### config.mk
export PLATFORM = sky130hd
export DESIGN_NAME = pwm_timer
export DESIGN_NICKNAME = d
export VERILOG_FILES = /design/src/rtl/pwm_timer.sv
export SDC_FILE = /design/constraint.sdc
export NUM_CORES = 1
export LEC_CHECK = 0
export ABC_AREA = 1
export BUFFER_PORTS_ARGS = -buffer_cell sky130_fd_sc_hd__buf_2
export CAP_MARGIN = 20
export CORE_ASPECT_RATIO = 1.4
export CORE_MARGIN = 3
export CORE_UTILIZATION = 53
export DETAILED_ROUTE_END_ITERATION = 7
export HOLD_SLACK_MARGIN = 0.12
export PLACE_DENSITY = 0.72
export SYNTH_ARGS = -nofsm -noshare
export SYNTH_HDL_FRONTEND = slang
export SYNTH_SLANG_ARGS = --single-unit
### constraint.sdc
create_clock -name clk -period 3.8 [get_ports clk]
set_input_delay 0.19 -clock clk [delete_from_list [all_inputs] [get_ports clk]]
set_output_delay 0.19 -clock clk [all_outputs]
set_load 0.05 [all_outputs]
### src/rtl/pwm_timer.sv
// PWM generator with prescaler, period counter and double-buffered config.
// Ports: clk, rst, en, load, period, duty, prescale -> pwm_out, cycle_done, running.
module pwm_timer #(
  parameter int N = 8,
  parameter int P = 4
) (
  input  logic         clk,
  input  logic         rst,
  input  logic         en,
  input  logic         load,
  input  logic [N-1:0] period,
  input  logic [N-1:0] duty,
  input  logic [P-1:0] prescale,
  output logic         pwm_out,
  output logic         cycle_done,
  output logic         running
);

  logic         running_q;
  logic [P-1:0] pre_cnt_q, pre_cnt_d;
  logic [N-1:0] cnt_q, cnt_d;
  logic [N-1:0] per_q, per_d, duty_q, duty_d;
  logic [P-1:0] pre_q, pre_d;
  logic [N-1:0] per_pq, per_pd, duty_pq, duty_pd;
  logic [P-1:0] pre_pq, pre_pd;
  logic         pv_q, pv_d;

  logic tick, wrap, fall, swap;

  assign tick = running_q && (pre_cnt_q == pre_q);
  assign wrap = tick && (cnt_q == per_q);
  assign fall = running_q && !en;
  // Period boundary or stop: the only points where config may change.
  assign swap = wrap || fall;

  always_comb begin
    pre_cnt_d = '0;
    cnt_d     = '0;
    if (en && running_q) begin
      pre_cnt_d = tick ? '0 : pre_cnt_q + 1'b1;
      if (wrap)      cnt_d = '0;
      else if (tick) cnt_d = cnt_q + 1'b1;
      else           cnt_d = cnt_q;
    end
  end

  always_comb begin
    per_d   = per_q;
    duty_d  = duty_q;
    pre_d   = pre_q;
    per_pd  = per_pq;
    duty_pd = duty_pq;
    pre_pd  = pre_pq;
    pv_d    = pv_q;
    if (!running_q) begin
      if (load) begin
        per_d  = period;
        duty_d = duty;
        pre_d  = prescale;
      end
    end else if (load && swap) begin
      // Load coinciding with a boundary bypasses the pending stage.
      per_d  = period;
      duty_d = duty;
      pre_d  = prescale;
      pv_d   = 1'b0;
    end else if (load) begin
      per_pd  = period;
      duty_pd = duty;
      pre_pd  = prescale;
      pv_d    = 1'b1;
    end else if (swap && pv_q) begin
      per_d  = per_pq;
      duty_d = duty_pq;
      pre_d  = pre_pq;
      pv_d   = 1'b0;
    end
  end

  always_ff @(posedge clk or posedge rst) begin
    if (rst) begin
      running_q <= 1'b0;
      pre_cnt_q <= '0;
      cnt_q     <= '0;
      per_q     <= '0;
      duty_q    <= '0;
      pre_q     <= '0;
      per_pq    <= '0;
      duty_pq   <= '0;
      pre_pq    <= '0;
      pv_q      <= 1'b0;
    end else begin
      running_q <= en;
      pre_cnt_q <= pre_cnt_d;
      cnt_q     <= cnt_d;
      per_q     <= per_d;
      duty_q    <= duty_d;
      pre_q     <= pre_d;
      per_pq    <= per_pd;
      duty_pq   <= duty_pd;
      pre_pq    <= pre_pd;
      pv_q      <= pv_d;
    end
  end

  assign pwm_out    = running_q && (cnt_q < duty_q);
  assign cycle_done = wrap;
  assign running    = running_q;

endmodule

Word-level counts from Yosys, hierarchy flattened --
Index checks and enable logic that the tools add are counted.
Word-level totals: register bits after elaboration 54, bits of input ports 24, output and inout port bits 3, logic and storage cells 55
Operators by class: reductions and logical operators 14, bitwise logic cells 1, $lt $le $gt $ge 1, multiplexer cells 23, eq/ne operators 4, add/sub/neg operators 2
Operator list (count):
- 8-bit 2-to-1 mux | 13
- 4-bit 2-to-1 mux | 7
- 8-bit by 1-bit adder with 8-bit output, second input constant | 1
- 8-bit equality test | 1
- 8-bit < comparator | 1
- 1-bit logical AND | 7
- 3-bit AND reduction | 2
- 4-bit by 1-bit adder with 4-bit output, second input constant | 1
- 4-bit equality test | 1
- 1-bit 2-to-1 mux | 3
- 3-bit by 2-bit != test with 1-bit output, second input constant | 1
- 3-bit != test, second input constant | 1
- 3-bit nonzero test | 1
- 2-bit AND reduction | 1
- 2-bit nonzero test | 1
- 1-bit logical NOT | 1
- 1-bit logical OR | 1
- 1-bit NOT | 1

Depth between registers and ports, before layout --
depth after elaboration 9, gate-level depth with buffers 14, mapped depth without buffers 13

Worst setup path after synthesis --
OpenSTA, ideal clock, no wires.
path kind reg2out, start point register cnt_q[1], end point output port pwm_out, arrival 1.769 ns, path slack 1.841 ns, buffers on the path 0, cell stages (with the launch flop) 8, required time 3.610 ns, cells stage by stage dfrtp_1 > ha_1 > a21boi_0 > o211ai_1 > nand2_1 > nand3_1 > a21oi_1 > nor2_1
On the way: word-level cells in the longest chain between the ends 2
Ends and longest elaborated chain:
- start: declaration | RTL line 21 | logic [N-1:0] cnt_q, cnt_d;
- start signal: assignment | RTL line 95 | cnt_q <= cnt_d;
- 8-bit < comparator | RTL line 106 | assign pwm_out = running_q && (cnt_q < duty_q);
- 1-bit logical AND | RTL line 106
- end: declaration | RTL line 14 | output logic pwm_out,
No other way between the ends.

Final worst setup path --
start point register pre_cnt_q[1], end point register per_q[1]
On the way: word-level cells in the longest chain between the ends 7, elaborated cells on any way between the ends 11, classes of those cells 2 x eq/ne; 2 x mux; 7 x reduce/logical
Ends and longest elaborated chain:
- start: declaration | RTL line 20 | logic [P-1:0] pre_cnt_q, pre_cnt_d;
- start signal: assignment | RTL line 94 | pre_cnt_q <= pre_cnt_d;
- 4-bit equality test (*) | RTL line 30 | assign tick = running_q && (pre_cnt_q == pre_q);
- 1-bit logical AND (*) | RTL line 30
- 1-bit logical AND (*) | RTL line 31 | assign wrap = tick && (cnt_q == per_q);
- 1-bit logical OR (*) | RTL line 34 | assign swap = wrap || fall;
- 1-bit logical AND (on tied branches) | RTL line 61, 72
- 3-bit by 2-bit != test with 1-bit output (no source line), or another cell as far along
- 3-bit AND reduction (no source line) / 8-bit 2-to-1 mux (equally long branches)
- end signal: assignment | RTL line 96 | per_q <= per_d;
- end: declaration | RTL line 22 | logic [N-1:0] per_q, per_d, duty_q, duty_d;
Mark *: on every way between the ends. The rest lies on a longest branch, timed or not. A chain may end at the register's enable or synchronous reset.

==> results.py <==
metrics = {
    "synth": {
        "ys_types": 29,
        "yosysTopAreaCellShare": 0.4641,
        "synth_area_leaders": "sky130_fd_sc_hd__dfrtp_1 46%, sky130_fd_sc_hd__nand2_1 27%, sky130_fd_sc_hd__nand3_1 4.5%",
        "simple_gate_share_of_the_synthesized_area": 0.3610,
        "yosys.area.top_type": "sky130_fd_sc_hd__dfrtp_1",
        "synth-compound-area-share": 0.04426,
        "yosys_warnings": 0,
        "synth_xor_area_frac": 0.01203,
        "postSynth.topFlopCell": "sky130_fd_sc_hd__dfrtp_1",
        "yosys_reg_bits": 54,
        "avgSynthCellArea_um2": 7.261,
        "synthesis.nets": 434,
        "post_synth_edffs": 0,
        "synth.cell_area_um2": 2912,
        "dominant_combinational_cell_family_by_area_after_synthesis": "simple AND/OR/NAND/NOR gates",
        "yosysMostFrequentCell": "sky130_fd_sc_hd__nand2_1",
        "asyncSetResetFlopFracSynth": 1.000,
        "synth_commonest_cells": "207 x sky130_fd_sc_hd__nand2_1, 54 x sky130_fd_sc_hd__dfrtp_1, 29 x sky130_fd_sc_hd__inv_1",
        "portion_of_netlist_area_occupied_by_mux_cells": 0,
        "synth_seq_area_share": 0.4641,
        "syn-instance-count": 401,
        "adder_and_majority_gate_portion_of_the_synthesized_area": 0.03868,
    },
    "global_route": {
        "grt_pass1_vias": 2400,
        "final_global_route_overflow_total": 0,
        "global_route.usage.met1": 0.2666,
        "globalRouteTotalUtil": 0.2105,
        "grt_first_pass_wirelength_mm": 10.47,
        "groute.layer.met3.usage": 0.02994,
        "met2_usage": 0.3633,
        "antenna_found_initial": 0,
        "grt_busiest_layer": "met2",
        "grt_max_degree": 55,
    },
    "placed_design": {
        "hpwl_mm": 4.366,
        "placed_cells_incl_taps": 479,
        "place.gp.congestion": 0.8060,
        "dp_worst_setup_slack_ps": 1357,
        "place_area_um2": 3034,
        "io_buffers": 26,
    },
    "setup_path": {
        "crit_path_start": "pre_cnt_q[1]$_DFF_PP0_",
        "cp-start-kind": "flip-flop",
        "crit_path_end_kind": "flip-flop",
        "worst-r2r-cell-count": 11,
        "reg2reg_setup_slack_ps": 1350,
        "timing.rr.start": "pre_cnt_q[1]$_DFF_PP0_",
        "critPathCapture": "per_q[1]$_DFFE_PP0P_",
        "crit_required_ps": 4050,
        "path_class": "flip-flop to flip-flop",
        "worstPathMaxFanout": 24,
        "critPathArrivalTime_ps": 2700,
        "critical_path.reg2reg.endpoint": "per_q[1]$_DFFE_PP0P_",
    },
    "layout": {
        "final_cells": 507,
        "num_antenna_cells": 0,
        "finish.instance_area_um2": 3329,
        "nFillCells": 510,
        "final_core_utilization": 0.6358,
        "syn2layout_area_growth_pct": 14.35,
        "final_layout_size_suffix_gt1_frac": 0.1179,
        "num-nets-final": 473,
    },
    "die": {
        "die_h_um": 93.70,
        "placement_rows": 31,
        "die_area_um2": 6431,
        "floorplan.initialDensity": 0.5560,
        "core_region_area_um2": 5236,
        "ioPinCount": 27,
        "dieWidth_um": 68.64,
    },
    "timing": {
        "setup_tns_ps": 0,
        "unrepaired_setup_endpoints_after_global_routing": "no",
        "min_period_over_period": 0.6457,
        "slew_violations": 0,
        "finalHoldViolCount": 0,
        "slew_headroom": 0.5043,
        "hold_slack_ps": 125.5,
        "tightest_slew_ps": 743.6,
        "setup_violations": 0,
        "fin_skew_ps": 4.590,
        "clock.fmax_ghz": 0.4075,
        "worst_slack_ps": 1346,
        "final_period_minus_worst_setup_slack_ps": 2454,
    },
    "drt": {
        "detail_route.wl_per_cell_um": 11.95,
        "final_antenna_net_count": 0,
        "drt_first_pass_iters": 4,
        "post_detailed_route_drc_marker_count": 0,
        "drt_iter0_markers": 153,
        "route.final.wire_length_mm": 6.060,
        "vias": 2533,
        "detail_route.vias_per_cell": 4.996,
    },
    "clock_network": {
        "tritoncts": "built",
        "cts.htree.levels": 2,
        "clkTransAtPathRegs_ps": 90,
        "cts-buffers-inserted": 5,
        "cts_repair_resize_count": 0,
        "clkSinkCount": 54,
        "post_cts_buffers": 0,
        "worstSkewPairLatency_ps": 300,
        "max_root_sink_buffers": 2,
        "ctsRootBufferMaster": "sky130_fd_sc_hd__clkbuf_8",
    },
    "power_and_ir_drop": {
        "p_leak_nw": 1.853,
        "power.density_cell_area_nw_per_um2": 391.2,
        "vdd_drop_max_uv": 239.5,
        "p_total_mw": 1.303,
    },
    "hold_path": {
        "hold_path.class": "input port to flip-flop",
    },
    "status": {
        "status": "completed",
    },
    "run": {
        "max_cap_viol_count": 0,
    },
}
## cell type report
class,count,area [um^2],share of cell area
clock buffers,6,82.58,0.02480
clock inverters,2,12.51,0.003758
inverters,36,135.1,0.04059
multi-input cells,296,1328,0.3987
flip-flops and latches,54,1351,0.4059
well taps,66,82.58,0.02480
repair buffers,47,337.8,0.1015
## logic make-up (layout without fill, tap and decap cells)
family,Yosys count,count (layout)
adder cells (fa/ha/maj),9,9
XOR/XNOR,4,4
AND/OR/NAND/NOR,261,261
AO/OA/AOI/OAI,22,22
buffers and inverters,51,91
flip-flops,54,54
## worst max-delay path, cell delays in order (launching register included)
cell	delay [ps]
sky130_fd_sc_hd__dfrtp_1	390
sky130_fd_sc_hd__inv_1	60
sky130_fd_sc_hd__or2_1	210
sky130_fd_sc_hd__nand3_2	90
sky130_fd_sc_hd__nor2_1	80
sky130_fd_sc_hd__nand2_2	110
sky130_fd_sc_hd__nand2_4	180
sky130_fd_sc_hd__nor2_4	440
sky130_fd_sc_hd__inv_2	280
sky130_fd_sc_hd__nand2_2	360
sky130_fd_sc_hd__nand2_1	110
sky130_fd_sc_hd__nand2_1	80
## timing repair
item / in CTS / in global routing
hold endpoints to repair: 73 / 0
endpoints found under the setup margin: 0 / 0
hold buffers: 20 / 0
## where the power goes
part | internal [mW] | switching, mW
Clock | 0.147 | 0.181
Combinational | 0.106 | 0.166
Sequential | 0.651 | 0.0520
Total | 0.904 | 0.399
## worst min-delay path by stage
stage	startpoint	to	slack, ps	depth (start not counted)
after global placement	en	running$_DFF_PP0_	330	1
final	period[5]	per_pq[5]$_DFFE_PP0P_	130	3
after floorplan	en	running$_DFF_PP0_	220	0
after CTS	duty[0]	duty_pq[0]$_DFFE_PP0P_	120	3
after detailed placement	en	running$_DFF_PP0_	340	1
after global routing	duty[0]	duty_pq[0]$_DFFE_PP0P_	120	3
## cells in the final DEF (no fill, tap or decap), types with 2 or more instances in the layout
master	count
sky130_fd_sc_hd__a21oi_1	11
sky130_fd_sc_hd__nand3_1	26
sky130_fd_sc_hd__nor3_1	2
sky130_fd_sc_hd__nor2_1	17
sky130_fd_sc_hd__inv_2	8
sky130_fd_sc_hd__xor2_1	2
sky130_fd_sc_hd__nand2_1	207
sky130_fd_sc_hd__clkbuf_8	6
sky130_fd_sc_hd__xnor2_1	2
sky130_fd_sc_hd__inv_1	28
sky130_fd_sc_hd__o21ai_0	4
sky130_fd_sc_hd__dlygate4sd3_1	20
sky130_fd_sc_hd__ha_1	9
sky130_fd_sc_hd__buf_2	26
sky130_fd_sc_hd__dfrtp_1	54
sky130_fd_sc_hd__nand2_2	3
## metal layers
layer,wire length (um),part of all wire,vias up
li1,-,-,1305
met1,2717,0.45,1180
met2,3136,0.52,41
met3,137,0.023,7
met4,68,0.011,0
met5,0,0,-
## flip-flops by register name (all words and copies together), names as in the netlist
register	count
pre_cnt_q	4
pre_q	4
cnt_q	8
duty_q	8
pre_pq	4
per_pq	8
duty_pq	8
running	1
pv_q	1
per_q	8
(Power assumes the default switching activity.)
